File: src/rtl/reg_writeback_unit_pkg.sv
// cpu_wb_pkg: shared encodings for the writeback stage.
//   WRITESEL codes  : WB_ALU, WB_MEM, WB_ALT (3 is reserved and behaves as WB_ALU)
//   LOADMODE codes  : LM_WORD, LM_BYTE_S, LM_BYTE_U, LM_HALF_S
//   FSM state type  : wb_state_t with S_IDLE / S_WAIT_MEM
package cpu_wb_pkg;

    localparam logic [1:0] WB_ALU = 2'd0;
    localparam logic [1:0] WB_MEM = 2'd1;
    localparam logic [1:0] WB_ALT = 2'd2;

    localparam logic [1:0] LM_WORD   = 2'd0;
    localparam logic [1:0] LM_BYTE_S = 2'd1;
    localparam logic [1:0] LM_BYTE_U = 2'd2;
    localparam logic [1:0] LM_HALF_S = 2'd3;

    typedef enum logic {
        S_IDLE     = 1'b0,
        S_WAIT_MEM = 1'b1
    } wb_state_t;

endpackage

File: src/rtl/reg_writeback_unit_load_extend.sv
// load_extend: combinational sub-word load extension.
//   d    in  DATA_W  raw data-memory read data
//   mode in  2       LM_WORD / LM_BYTE_S / LM_BYTE_U / LM_HALF_S
//   q    out DATA_W  extended value
// DATA_W is expected to be 8, 16 or 32. At 8 bits every mode is a
// pass-through; at 16 bits the half-word mode is a pass-through.
module load_extend
    import cpu_wb_pkg::*;
#(
    parameter int DATA_W = 8
) (
    input  logic [DATA_W-1:0] d,
    input  logic [1:0]        mode,
    output logic [DATA_W-1:0] q
);

    logic [DATA_W-1:0] byte_s;
    logic [DATA_W-1:0] byte_u;
    logic [DATA_W-1:0] half_s;

    // Widths where an extension would need a zero-length replication are
    // handled as plain pass-throughs.
    generate
        if (DATA_W == 8) begin : g_w8
            assign byte_s = d;
            assign byte_u = d;
            assign half_s = d;
        end else if (DATA_W == 16) begin : g_w16
            assign byte_s = {{8{d[7]}}, d[7:0]};
            assign byte_u = {8'h00, d[7:0]};
            assign half_s = d;
        end else begin : g_wide
            assign byte_s = {{(DATA_W-8){d[7]}}, d[7:0]};
            assign byte_u = {{(DATA_W-8){1'b0}}, d[7:0]};
            assign half_s = {{(DATA_W-16){d[15]}}, d[15:0]};
        end
    endgenerate

    always_comb begin
        q = d;
        case (mode)
            LM_BYTE_S: q = byte_s;
            LM_BYTE_U: q = byte_u;
            LM_HALF_S: q = half_s;
            default:   q = d;
        endcase
    end

endmodule

File: src/rtl/reg_writeback_unit.sv
// reg_writeback_unit: registered writeback stage between the ALU / data
// memory and the register file.
//   CLK, RESET          clock (rising edge), asynchronous active-high reset
//   VALID_IN            writeback request present
//   WRITEENABLE_IN      request writes the register file
//   WRITEADDR_IN        destination register
//   WRITESEL            source: ALU result / memory read data / alternate
//   LOADMODE            load extension mode for memory data
//   RESULT, READDATA, ALTDATA  candidate write data
//   BUSYWAIT            data memory not ready
//   IN, WRITEADDR, WRITEENABLE  registered register-file write port
//   STALL               upstream must hold its inputs this cycle
//   STALL_CNT           saturating count of stalled cycles
//   DBG_STATE           current FSM state (1 = waiting for memory)
//
// Handshake: a request is taken on a rising edge where VALID_IN=1 and
// STALL=0. While STALL=1 the upstream keeps every input stable; in the
// memory-wait state only READDATA and BUSYWAIT are looked at, and the
// destination, enable and load mode come from the copies latched at accept.
module reg_writeback_unit
    import cpu_wb_pkg::*;
#(
    parameter int DATA_W     = 8,
    parameter int REG_ADDR_W = 3,
    parameter int ZERO_REG   = 0,
    parameter int CNT_W      = 16
) (
    input  logic                  CLK,
    input  logic                  RESET,
    input  logic                  VALID_IN,
    input  logic                  WRITEENABLE_IN,
    input  logic [REG_ADDR_W-1:0] WRITEADDR_IN,
    input  logic [1:0]            WRITESEL,
    input  logic [1:0]            LOADMODE,
    input  logic [DATA_W-1:0]     RESULT,
    input  logic [DATA_W-1:0]     READDATA,
    input  logic [DATA_W-1:0]     ALTDATA,
    input  logic                  BUSYWAIT,
    output logic [DATA_W-1:0]     IN,
    output logic [REG_ADDR_W-1:0] WRITEADDR,
    output logic                  WRITEENABLE,
    output logic                  STALL,
    output logic [CNT_W-1:0]      STALL_CNT,
    output logic                  DBG_STATE
);

    localparam logic             ZERO_EN = (ZERO_REG != 0);
    localparam logic [CNT_W-1:0] CNT_MAX = '1;

    wb_state_t             state;
    logic [REG_ADDR_W-1:0] lat_addr;
    logic                  lat_we;
    logic [1:0]            lat_mode;

    logic [1:0]            ext_mode;
    logic [DATA_W-1:0]     ext_data;
    logic [DATA_W-1:0]     sel_data;
    logic                  idle_load;
    logic                  we_new;
    logic                  we_lat;

    // While waiting, the extension must use the mode captured at accept,
    // since upstream inputs are no longer meaningful.
    assign ext_mode = (state == S_WAIT_MEM) ? lat_mode : LOADMODE;

    load_extend #(.DATA_W(DATA_W)) u_load_extend (
        .d    (READDATA),
        .mode (ext_mode),
        .q    (ext_data)
    );

    always_comb begin
        sel_data = RESULT;
        case (WRITESEL)
            WB_MEM:  sel_data = ext_data;
            WB_ALT:  sel_data = ALTDATA;
            default: sel_data = RESULT;
        endcase
    end

    assign idle_load = (state == S_IDLE) && VALID_IN && (WRITESEL == WB_MEM);
    assign STALL     = (idle_load && BUSYWAIT) || (state == S_WAIT_MEM);
    assign DBG_STATE = (state == S_WAIT_MEM);

    // A hard-wired register 0 never sees a write strobe.
    assign we_new = WRITEENABLE_IN && !(ZERO_EN && (WRITEADDR_IN == '0));
    assign we_lat = lat_we && !(ZERO_EN && (lat_addr == '0));

    always_ff @(posedge CLK or posedge RESET) begin
        if (RESET) begin
            state       <= S_IDLE;
            IN          <= '0;
            WRITEADDR   <= '0;
            WRITEENABLE <= 1'b0;
            lat_addr    <= '0;
            lat_we      <= 1'b0;
            lat_mode    <= LM_WORD;
        end else begin
            WRITEENABLE <= 1'b0;
            case (state)
                S_IDLE: begin
                    if (VALID_IN && !STALL) begin
                        IN          <= sel_data;
                        WRITEADDR   <= WRITEADDR_IN;
                        WRITEENABLE <= we_new;
                    end else if (idle_load && BUSYWAIT) begin
                        lat_addr <= WRITEADDR_IN;
                        lat_we   <= WRITEENABLE_IN;
                        lat_mode <= LOADMODE;
                        state    <= S_WAIT_MEM;
                    end
                end
                S_WAIT_MEM: begin
                    if (!BUSYWAIT) begin
                        IN          <= ext_data;
                        WRITEADDR   <= lat_addr;
                        WRITEENABLE <= we_lat;
                        state       <= S_IDLE;
                    end
                end
                default: state <= S_IDLE;
            endcase
        end
    end

    always_ff @(posedge CLK or posedge RESET) begin
        if (RESET) begin
            STALL_CNT <= '0;
        end else if (STALL && (STALL_CNT != CNT_MAX)) begin
            STALL_CNT <= STALL_CNT + CNT_W'(1);
        end
    end

endmodule
File: config.mk
export PLATFORM = sky130hd
export DESIGN_NAME = reg_writeback_unit
export DESIGN_NICKNAME = d
export VERILOG_FILES = /design/src/rtl/reg_writeback_unit_pkg.sv /design/src/rtl/reg_writeback_unit_load_extend.sv /design/src/rtl/reg_writeback_unit.sv
export SDC_FILE = /design/constraint.sdc
export NUM_CORES = 1
export LEC_CHECK = 0
export ABC_AREA = 1
export CORE_UTILIZATION = 41
export DETAILED_ROUTE_END_ITERATION = 6
export PLACE_DENSITY = 0.76
export SLEW_MARGIN = 15
export SYNTH_ARGS = -nofsm -noshare
export SYNTH_HDL_FRONTEND = slang
export SYNTH_SLANG_ARGS = --single-unit
File: constraint.sdc
create_clock -name CLK -period 1.35 [get_ports CLK]
set_input_delay 0.405 -clock CLK [delete_from_list [all_inputs] [get_ports CLK]]
set_output_delay 0.405 -clock CLK [all_outputs]
set_load 0.1 [all_outputs]
Yosys cells after proc, flatten, opt, wreduce, memory -nomap -nowiden
Index checks and enable logic that the tools add are counted.
{"block": "op_classes", "addsub": 1, "n_eq_ne": 5, "muxes": 14, "n_bitwise": 2, "n_reduce_logical": 9}
{"operator": "8-bit case mux with 2 select lines", "n": 2}
{"operator": "16-bit by 1-bit adder with 16-bit output (second input constant)", "n": 1}
{"operator": "8-bit 2-to-1 mux", "n": 2}
{"operator": "16-bit inequality test (second input constant)", "n": 1}
{"operator": "3-bit 2-to-1 mux", "n": 2}
{"operator": "3-bit case mux with 2 select lines", "n": 1}
{"operator": "1-bit logical AND", "n": 5}
{"operator": "1-bit 2-to-1 mux", "n": 5}
{"operator": "1-bit case mux with 2 select lines", "n": 2}
{"operator": "3-bit AND reduction", "n": 1}
{"operator": "2-bit by 1-bit == test with 1-bit output (second input constant)", "n": 1}
{"operator": "2-bit == test (second input constant)", "n": 1}
{"operator": "2-bit by 1-bit inequality test with 1-bit output (second input constant)", "n": 1}
{"operator": "2-bit inequality test (second input constant)", "n": 1}
{"operator": "1-bit inverter", "n": 2}
{"operator": "2-bit AND reduction", "n": 1}
{"operator": "1-bit zero test", "n": 1}
{"operator": "1-bit logical OR", "n": 1}
{"block": "totals", "ff_bits": 33, "in_bits": 36, "out_inout_bits": 30, "word_cells": 38}

Depth between registers and ports, before layout
Gate-level depths: netlist (run 1).
{"block": "logic_depth", "depth_word": 9, "mapped_depth": 10, "mapped_depth_nobuf": 9}

Hierarchy
Synthesis (run 1) repeated with hierarchy kept, for this count alone.
{"block": "unflattened", "hier_cells": 307, "area_unflattened_um2": 2198.4}
{"mod": "reg_writeback_unit", "n_inst": 1, "cells_each": 299, "area_per_inst_um2": 2138.3, "seq_area_each_um2": 875.8}
{"mod": "load_extend", "n_inst": 1, "cells_each": 8, "area_per_inst_um2": 60.1, "seq_area_each_um2": 0.0}

Least setup slack after synthesis (run 1)
OpenSTA, ideal clock, no wires.
{"block": "synth_timing", "kind": "register -> register", "startpoint": "register STALL_CNT[0]", "endpoint": "register STALL_CNT[12]", "setup_ps": 120, "t_arrival_ps": 2072, "required_time_ps": 1230, "setup_slack_ps": -842, "path_stages_with_launch": 10, "path_buffers": 1, "period_less_slack_ps": 2192, "path_cell_list": "dfrtp_1 ha_1 nand2_1 nor2_1 nand2_1 nor2_4 nor2_8 buf_6 nand3b_1 nand2_1"}
{"block": "synth_between", "elab_chain_len": 2, "word_cells_on_any_way": 3, "classes_between": "1 x add/sub; 1 x eq/ne; 1 x reduce/logical"}
{"item": "start, declared", "line": "reg_writeback_unit.sv:43", "rtl": "output logic [CNT_W-1:0] STALL_CNT,"}
{"item": "start signal, assigned", "line": "reg_writeback_unit.sv:130", "rtl": "STALL_CNT <= STALL_CNT + CNT_W'(1);"}
{"item": "branches (longest 2 deep; another with 16-bit by 1-bit adder with 16-bit output)"}
Parallel ways; which one is timed is not known.
A chain may end at the register's enable or synchronous reset.

Worst setup path in the final report (run 1)
{"block": "layout_timing", "startpoint": "input port WRITESEL[1]", "endpoint": "output port STALL"}
{"block": "layout_between", "elab_chain_len": 4}
{"item": "start, declared", "line": "reg_writeback_unit.sv:33", "rtl": "input logic [1:0] WRITESEL,"}
{"item": "2-bit by 1-bit == test with 1-bit output", "line": "reg_writeback_unit.sv:81", "rtl": "assign idle_load = (state == S_IDLE) && VALID_IN && (WRITESEL == WB_MEM);"}
{"item": "1-bit logical AND", "line": "reg_writeback_unit.sv:81"}
{"item": "1-bit logical AND", "line": "reg_writeback_unit.sv:82", "rtl": "assign STALL = (idle_load && BUSYWAIT) || (state == S_WAIT_MEM);"}
{"item": "1-bit logical OR", "line": "reg_writeback_unit.sv:82"}
{"item": "end, declared", "line": "reg_writeback_unit.sv:42", "rtl": "output logic STALL,"}
No other way between the ends.

==> results of run 1 <==
==> timing repair <==
action	4_1_cts	5_1_grt
buffers inserted	24	6
endpoints found under the setup margin	50	45
hold endpoints to repair	0	0
pin swaps	8	15
gates resized for setup	41	35
cloned	3	2
==> worst max-delay path, delay by kind of cell <==
family,cells,cell delay (ns)
adders and majority gates,1,0.15
buffers and inverters,3,0.53
and+or+nand+nor,2,0.22
==> report_power, final <==
part | internal (W) | switching, W
registers | 0.00115 | 0.000151
logic | 0.000990 | 0.00144
clock network | 0.000461 | 0.000409
total | 0.00260 | 0.00200
==> stage by stage <==
stage,std cells,hold slack [ns]
finish,456,0.456
global route,456,0.489
global placement,416,0.468
CTS,448,0.472
detailed placement,416,0.475
floorplan,267,0.453
==> cell usage in the layout (no fill, tap or decap), drive strengths merged <==
cell / count
buf: 100
nand2: 92
dfrtp: 33
clkdlybuf4s50: 29
inv: 29
o21ai: 27
nor2: 23
nand3: 21
a21oi: 9
clkbuf: 9
o22ai: 8
nand4: 7
dlygate4sd2: 4
xnor2: 4
ha: 3
xor2: 2
clkinv: 2
nor3: 1
nand3b: 1
==> sequential cells by signal, indices dropped and copies added, names as in the netlist <==
register,cells
lat_we,1
STALL_CNT,16
DBG_STATE,1
IN,8
WRITEADDR,3
WRITEENABLE,1
lat_addr,3
==> layer usage <==
layer / vias to the layer above / track usage, %
li1: 1141 / -
met2: 180 / 54.3
met5: - / 0
met4: 0 / 18.4
met1: 1253 / 35.6
met3: 65 / 5.06
==> area by class of cell <==
class                      instances  share of cell area [%]
multi-input combinational        198                    29.9
tap                               52                    1.63
inverter                          30                    3.33
clock inverter                     1                   0.126
clock buffer                       7                    2.42
timing repair buffer             135                    41.1
sequential                        33                    21.5
==> logic make-up (layout without fill, tap and decap cells) <==
logic type,after synthesis,in the layout
flops,33,33
xor+xnor,6,6
fa+ha+maj,3,3
simple gates,142,145
buf+inv,39,173
compound gates,44,44
==> final timing paths <==
path                                   from       endpoint  slack [ns]  cells after the start
max in group asynchronous             RESET      DBG_STATE        0.69                      3
worst max-delay path            WRITESEL[1]          STALL       -0.37                      6
worst min register to register       lat_we         lat_we        0.49                      2
worst min-delay path                  RESET  STALL_CNT[12]        0.46                      3
worst max register to register    DBG_STATE   STALL_CNT[0]       -0.32                      9
min in group CLK                     lat_we         lat_we        0.49                      2
==> load_flow_metrics.sql, run 1 <==
INSERT INTO impl_metrics (metric_group, metric, value, unit) VALUES
('status', 'status', 'finished, violations left', ''),
('status', 'failed_checks', 'DRC, setup timing', ''),
('critical_path', 'critical-path-max-stage-delay', '0.27', 'ns'),
('global_route', 'grt_usage', '31.0', '%'),
('clocking', 'hold_bufs_at_cts', '0', ''),
('finish', 'register_area', '857', 'um^2'),
('global_route', 'grt-ovfl-total', '0', ''),
('die', 'die_h', '71.2', 'um'),
('die', 'starting_density_of_the_core', '43.9', '%'),
('power_and_ir_drop', 'irDropWorstVdd', '938', 'uV'),
('critical_path', 'start_kind', 'input port', ''),
('logic_synthesis', 'syn_avg_cell_area', '7.36', 'um^2'),
('routing', 'via_per_inst', '5.79', ''),
('routing', 'postRouteAntennaNets', '0', ''),
('clocking', 'worst_skew_late_latency', '0.30', 'ns'),
('clocking', 'tritoncts.num_buffers', '5', ''),
('placement', 'placement.cell_area', '0.00330', 'mm^2'),
('die', 'die_w', '71.2', 'um'),
('routing', 'met1Wirelength', '3300', 'um'),
('finish', 'layout-area-overhead-vs-synth', '103', '%'),
('logic_synthesis', 'synth_top_area_share', '42.0', '%'),
('logic_synthesis', 'synth_xor_xnor_area_share', '2.68', '%'),
('power_and_ir_drop', 'p_leak', '1.82', 'nW'),
('worst_hold_path', 'min_path_type', 'in2async', ''),
('logic_synthesis', 'largest_family_of_logic_cells_by_synthesized_area', 'simple AND/OR/NAND/NOR gates', ''),
('logic_synthesis', 'synth.mux.area_fraction', '0', '%'),
('logic_synthesis', 'compound_gate_portion_of_the_synthesized_area', '11.7', '%'),
('timing', 'setup_viol_count_final', '46', ''),
('timing', 'setup_repair_after_global_routing_missed_its_margin', 'true', ''),
('clocking', 'tritoncts_num_sinks', '33', ''),
('logic_synthesis', 'yosys.cell_types.count', '27', ''),
('critical_path', 'required_time_of_the_critical_path', '0.95', 'ns'),
('routing', 'dr.pass1.iters', '7', ''),
('timing', 'finClkSkew', '0.00838', 'ns'),
('logic_synthesis', 'post_synth_instance_area', '0.00196', 'mm^2'),
('logic_synthesis', 'synth_adder_area_share', '1.91', '%'),
('global_route', 'grt_pass1_wl', '12100', 'um'),
('clocking', 'cts.htree.levels', '2', ''),
('clocking', 'cts_tree', 'yes', ''),
('logic_synthesis', 'postSynthCellCount', '267', ''),
('logic_synthesis', 'synth_enable_flop_cells', '0', ''),
('logic_synthesis', 'ys_warn_count', '0', ''),
('placement', 'place_congestion', '0.822', ''),
('finish', 'area_occupied_by_multi_input_gates', '0.00119', 'mm^2'),
('timing', 'finalCritPeriodShare', '127', '%'),
('critical_path', 'criticalPathCategory', 'in2out', ''),
('timing', 'max_freq', '582', 'MHz'),
('logic_synthesis', 'synth_simple_gate_area_share', '32.1', '%'),
('routing', 'route.vias.total', '2639', ''),
('routing', 'routed-wl-met2', '4570', 'um'),
('clocking', 'cts-root-to-sink-buffers', '2', ''),
('logic_synthesis', 'postSynthRegisterBits', '33', ''),
('logic_synthesis', 'synth_most_common_cell', 'sky130_fd_sc_hd__nand2_1', ''),
('logic_synthesis', 'synth_top_area_cell', 'sky130_fd_sc_hd__dfrtp_1', ''),
('global_route', 'first_global_vias', '2564', ''),
('critical_path', 'cp_slowest_cell', 'sky130_fd_sc_hd__dlygate4sd2_1', ''),
('timing', 'tightest_slew', '0.325', 'ns'),
('die', 'ioPinCount', '66', ''),
('finish', 'finalInstanceArea', '0.00399', 'mm^2'),
('finish', 'n_fill_cell', '182', ''),
('timing', 'maxSlewViolCount', '0', ''),
('global_route', 'grt_max_degree', '34', ''),
('critical_path', 'path_max_fanout', '2', ''),
('routing', 'routed.top_layer', 'met4', ''),
('routing', 'drc', '2', ''),
('placement', 'port-buffer-count', '63', ''),
('finish', 'finalNetCount', '442', ''),
('placement', 'hpwl', '4330', 'um'),
('power_and_ir_drop', 'totalPowerFinal', '0.00460', 'W'),
('timing', 'finalCriticalPeriod', '1.72', 'ns'),
('timing', 'setup_slack', '-0.367', 'ns');
No activity file was read; power rests on OpenSTA's default activity.
==> inputs of run 2 (changes only) <==
--- a/config.mk
+++ b/config.mk
@@ -5,10 +5,11 @@
 export SDC_FILE = /design/constraint.sdc
 export NUM_CORES = 1
 export LEC_CHECK = 0
-export ABC_AREA = 1
-export CORE_UTILIZATION = 41
+export ABC_CLOCK_PERIOD_IN_PS = 1350
+export CORE_UTILIZATION = 39
 export DETAILED_ROUTE_END_ITERATION = 6
 export PLACE_DENSITY = 0.76
+export REMOVE_ABC_BUFFERS = 1
 export SLEW_MARGIN = 15
 export SYNTH_ARGS = -nofsm -noshare
 export SYNTH_HDL_FRONTEND = slang
==> run 2 against run 1 <==
Compared with the run above: the flow finishes with violations (setup timing); cell area down 6.8%; flip-flop and latch count unchanged; utilization up 3.2 points; critical endpoint is now STALL_CNT[1].
==> load_flow_metrics.sql, run 2 <==
INSERT INTO impl_metrics (metric_group, metric, value, unit) VALUES
('status', 'status', 'finished, violations left', ''),
('status', 'failed_checks', 'setup timing', ''),
('worst_hold_path', 'min_path_type', 'in2async', ''),
('finish', 'mostFrequentLayoutCells', 'sky130_fd_sc_hd__buf_4, sky130_fd_sc_hd__buf_12, sky130_fd_sc_hd__clkdlybuf4s50_1, sky130_fd_sc_hd__dfrtp_1, sky130_fd_sc_hd__buf_6', ''),
('routing', 'postRouteAntennaNets', '0', ''),
('timing', 'finalHoldViolCount', '0', ''),
('clocking', 'cts-root-buf', 'sky130_fd_sc_hd__clkbuf_8', ''),
('critical_path', 'series_of_cell_instances_along_the_critical_path', 'ha_4, nand4_1, nor4_4, nor2_1, mux2_2', ''),
('logic_synthesis', 'post_synth_instance_area', '0.00166', 'mm^2'),
('power_and_ir_drop', 'p_leak', '1.63', 'nW'),
('timing', 'tightest_slew', '0.368', 'ns'),
('finish', 'register_ranked_first_by_flip_flop_count', 'STALL_CNT', ''),
('routing', 'drc', '0', ''),
('routing', 'postRouteWirelength', '7900', 'um'),
('critical_path', 'crit_start', 'STALL_CNT[1]', ''),
('critical_path', 'worstPathArrival', '2.06', 'ns'),
('logic_synthesis', 'synth_top_area_share', '49.8', '%'),
('power_and_ir_drop', 'totalPowerFinal', '0.00475', 'W'),
('critical_path', 'r2r_end', 'STALL_CNT[1]', ''),
('clocking', 'tritoncts_num_sinks', '33', ''),
('clocking', 'cts-root-to-sink-buffers', '2', ''),
('logic_synthesis', 'synth_top_cells_by_count', 'sky130_fd_sc_hd__dfrtp_1, sky130_fd_sc_hd__nor2_1, sky130_fd_sc_hd__a21oi_1, sky130_fd_sc_hd__xor2_1', ''),
('logic_synthesis', 'synth_enable_flop_cells', '0', ''),
('logic_synthesis', 'yosys.cell_types.count', '33', ''),
('clocking', 'worst_skew_late_latency', '0.29', 'ns'),
('clocking', 'tritoncts.num_buffers', '5', ''),
('die', 'fp.coreArea', '0.00403', 'mm^2'),
('critical_path', 'r2r.worst_path.cells', '5', ''),
('critical_path', 'worst_r2r_startpoint', 'STALL_CNT[1]', ''),
('power_and_ir_drop', 'power.density_cell_area', '1280', 'mW/mm^2'),
('placement', 'port-buffer-count', '63', ''),
('timing', 'final.setup.tns', '-9.45', 'ns'),
('global_route', 'grt_max_degree', '34', ''),
('finish', 'finalNetCount', '323', ''),
('logic_synthesis', 'synth_top_area_cell', 'sky130_fd_sc_hd__dfrtp_1', ''),
('critical_path', 'required_time_of_the_critical_path', '1.51', 'ns'),
('finish', 'n_fill_cell', '128', ''),
('timing', 'finClkSkew', '0.0144', 'ns'),
('timing', 'max_slew_margin', '75.3', '%'),
('die', 'fp-row-count', '23', ''),
('die', 'ioPinCount', '66', ''),
('global_route', 'first_global_vias', '1815', ''),
('timing', 'setup_slack', '-0.546', 'ns'),
('critical_path', 'endpoint_kind', 'flip-flop', ''),
('run', 'max_cap_violations', '0', ''),
('global_route', 'grt-ovfl-total', '0', ''),
('routing', 'dr.pass1.iters', '4', ''),
('finish', 'layout-area-overhead-vs-synth', '124', '%'),
('finish', 'largest_register_ff_count', '16', ''),
('logic_synthesis', 'synth_top_cells_by_area', 'sky130_fd_sc_hd__dfrtp_1, sky130_fd_sc_hd__xor2_1, sky130_fd_sc_hd__a21oi_1', ''),
('logic_synthesis', 'synth_seq_area_share', '49.8', '%'),
('clocking', 'hold_bufs_at_cts', '0', ''),
('logic_synthesis', 'synth_most_common_cell', 'sky130_fd_sc_hd__dfrtp_1', ''),
('critical_path', 'cp_slowest_cell', 'sky130_fd_sc_hd__nor4_4', ''),
('finish', 'antenna_cells', '0', ''),
('critical_path', 'path_max_fanout', '4', ''),
('timing', 'setup_repair_after_global_routing_missed_its_margin', 'true', ''),
('placement', 'hpwl', '3480', 'um'),
('critical_path', 'ff2ff_setup_slack', '-0.55', 'ns'),
('logic_synthesis', 'syn_avg_cell_area', '10.5', 'um^2'),
('power_and_ir_drop', 'irDropWorstVdd', '1610', 'uV'),
('timing', 'setup_viol_count_final', '50', ''),
('die', 'die_h', '67.2', 'um'),
('routing', 'drt-initial-drc-count', '142', ''),
('logic_synthesis', 'ys_warn_count', '0', ''),
('die', 'die_w', '67.2', 'um'),
('placement', 'place_congestion', '0.781', ''),
('routing', 'via_per_inst', '5.60', ''),
('critical_path', 'criticalPathCategory', 'reg2reg', ''),
('logic_synthesis', 'asyncSetResetFlopFracSynth', '100', '%'),
('die', 'floorplan.die_area', '0.00451', 'mm^2'),
('placement', 'placement.cell_area', '0.00291', 'mm^2'),
('timing', 'finalCriticalPeriod', '1.90', 'ns'),
('die', 'starting_density_of_the_core', '41.1', '%'),
('critical_path', 'critical-path-max-stage-delay', '0.50', 'ns'),
('critical_path', 'start_kind', 'flip-flop', ''),
('finish', 'largestRegisters', 'STALL_CNT (16), IN (8)', ''),
('timing', 'max_freq', '527', 'MHz'),
('finish', 'drive_gt1_share', '62.3', '%'),
('finish', 'layout_commonest_cell', 'sky130_fd_sc_hd__buf_4', ''),
('timing', 'maxSlewViolCount', '0', ''),
('logic_synthesis', 'synthFlopType', 'sky130_fd_sc_hd__dfrtp_1', ''),
('clocking', 'worst_setup_hold_path_clk_slew', '0.08', 'ns'),
('global_route', 'grt_pass1_wl', '8960', 'um'),
('clocking', 'cts_tree', 'yes', ''),
('timing', 'finalCritPeriodShare', '140', '%'),
('clocking', 'cts.htree.levels', '2', ''),
('critical_path', 'worst_setup_path_endpoint', 'STALL_CNT[1]', ''),
('logic_synthesis', 'postSynthRegisterBits', '33', ''),
('global_route', 'antenna_found_initial', '0', ''),
('global_route', 'grt_usage', '28.4', '%'),
('routing', 'wl_per_cell', '23.6', 'um'),
('logic_synthesis', 'postSynthCellCount', '158', ''),
('finish', 'finalInstanceArea', '0.00372', 'mm^2'),
('routing', 'route.vias.total', '1869', '');
==> run 2: changes by cell type in the layout (fill, tap and decap cells not counted), moves of 8 or more <==
cell,previous run,this run
sky130_fd_sc_hd__nand2_1,77,6
sky130_fd_sc_hd__inv_1,26,5
sky130_fd_sc_hd__o21ai_0,14,0
sky130_fd_sc_hd__nand3_1,18,5
sky130_fd_sc_hd__dfrtp_1,16,27
sky130_fd_sc_hd__xor2_1,2,13
sky130_fd_sc_hd__a21oi_2,0,10
sky130_fd_sc_hd__nand2_2,10,0
sky130_fd_sc_hd__buf_4,47,38
sky130_fd_sc_hd__nor2_1,11,3
sky130_fd_sc_hd__o22ai_1,8,0
==> run 2: cells by family (layout without fill, tap and decap cells) <==
kind of cell,after synthesis,count (layout),share of synthesized area (%)
multiplexers,8,8,5.21
AND/OR/NAND/NOR,51,51,17.7
XOR/XNOR,15,15,7.93
adder cells (fa/ha/maj),3,3,2.27
flip-flops,33,33,49.8
buffers and inverters,15,141,3.55
AO/OA/AOI/OAI,33,33,13.5
==> run 2: area by class of cell <==
cell class	instances	area, um^2	share of cell area [%]
flip-flops and latches	33	833	22.4
well taps	50	62.6	1.68
multi-input cells	110	1120	30.1
repair buffers	127	1580	42.6
inverters	7	31.3	0.842
clock buffers	7	86.3	2.32
==> run 2: worst min-delay path by stage <==
stage                                to  slack [ns]  cells after the start
after detailed placement    lat_addr[2]        0.49                      1
after global placement      lat_addr[1]        0.49                      1
final                     STALL_CNT[10]        0.47                      3
after global routing              IN[7]        0.49                      3
after floorplan             lat_addr[0]        0.48                      1
after CTS                         IN[3]        0.47                      3
==> run 2: per-stage QoR <==
stage                     std cells  setup WS [ns]  util [%]  hold slack [ns]
final                           334         -0.546      92.2            0.468
after global routing            334         -0.637      92.2            0.490
after CTS                       316         -0.336      81.3            0.467
after detailed placement        298          -1.09      72.1            0.494
after global placement          298         -0.998      72.1            0.486
after floorplan                 150          -1.19         -            0.479
==> run 2: where the power goes <==
group,internal (W),leakage [nW],switching (W)
combinational,0.00114,1.19,0.00151
clock,0.000405,0.0443,0.000373
sequential,0.00114,0.399,0.000175
total,0.00269,1.63,0.00206
==> run 2: timing repair <==
action	CTS	global route
pin swaps	5	12
endpoints found under the setup margin	50	49
gates resized for setup	62	71
cloned	0	3
setup buffers	12	25
==> run 2: routing by layer <==
metal / up-vias / track usage [%] / part of all wire (%)
met5: - / 0 / 0
met4: 0 / 14.9 / 3.5
met3: 24 / 9.46 / 6.1
met2: 107 / 49.9 / 52
met1: 922 / 29.9 / 38
li1: 816 / - / -
==> run 2: critical path: cells and delay by family (launching register included) <==
family        cells  cell delay [ns]
fa+ha+maj         1             0.16
flops             1             0.40
mux               1             0.31
simple gates      3             0.91
==> inputs of run 3 (changes only) <==
--- a/config.mk
+++ b/config.mk
@@ -8,6 +8,7 @@
 export ABC_CLOCK_PERIOD_IN_PS = 1350
 export CORE_UTILIZATION = 39
 export DETAILED_ROUTE_END_ITERATION = 6
+export GPL_TIMING_DRIVEN = 1
 export PLACE_DENSITY = 0.76
 export REMOVE_ABC_BUFFERS = 1
 export SLEW_MARGIN = 15
==> results of run 3 <==
Final layout, timing and power as in run 2 (identical DEF).
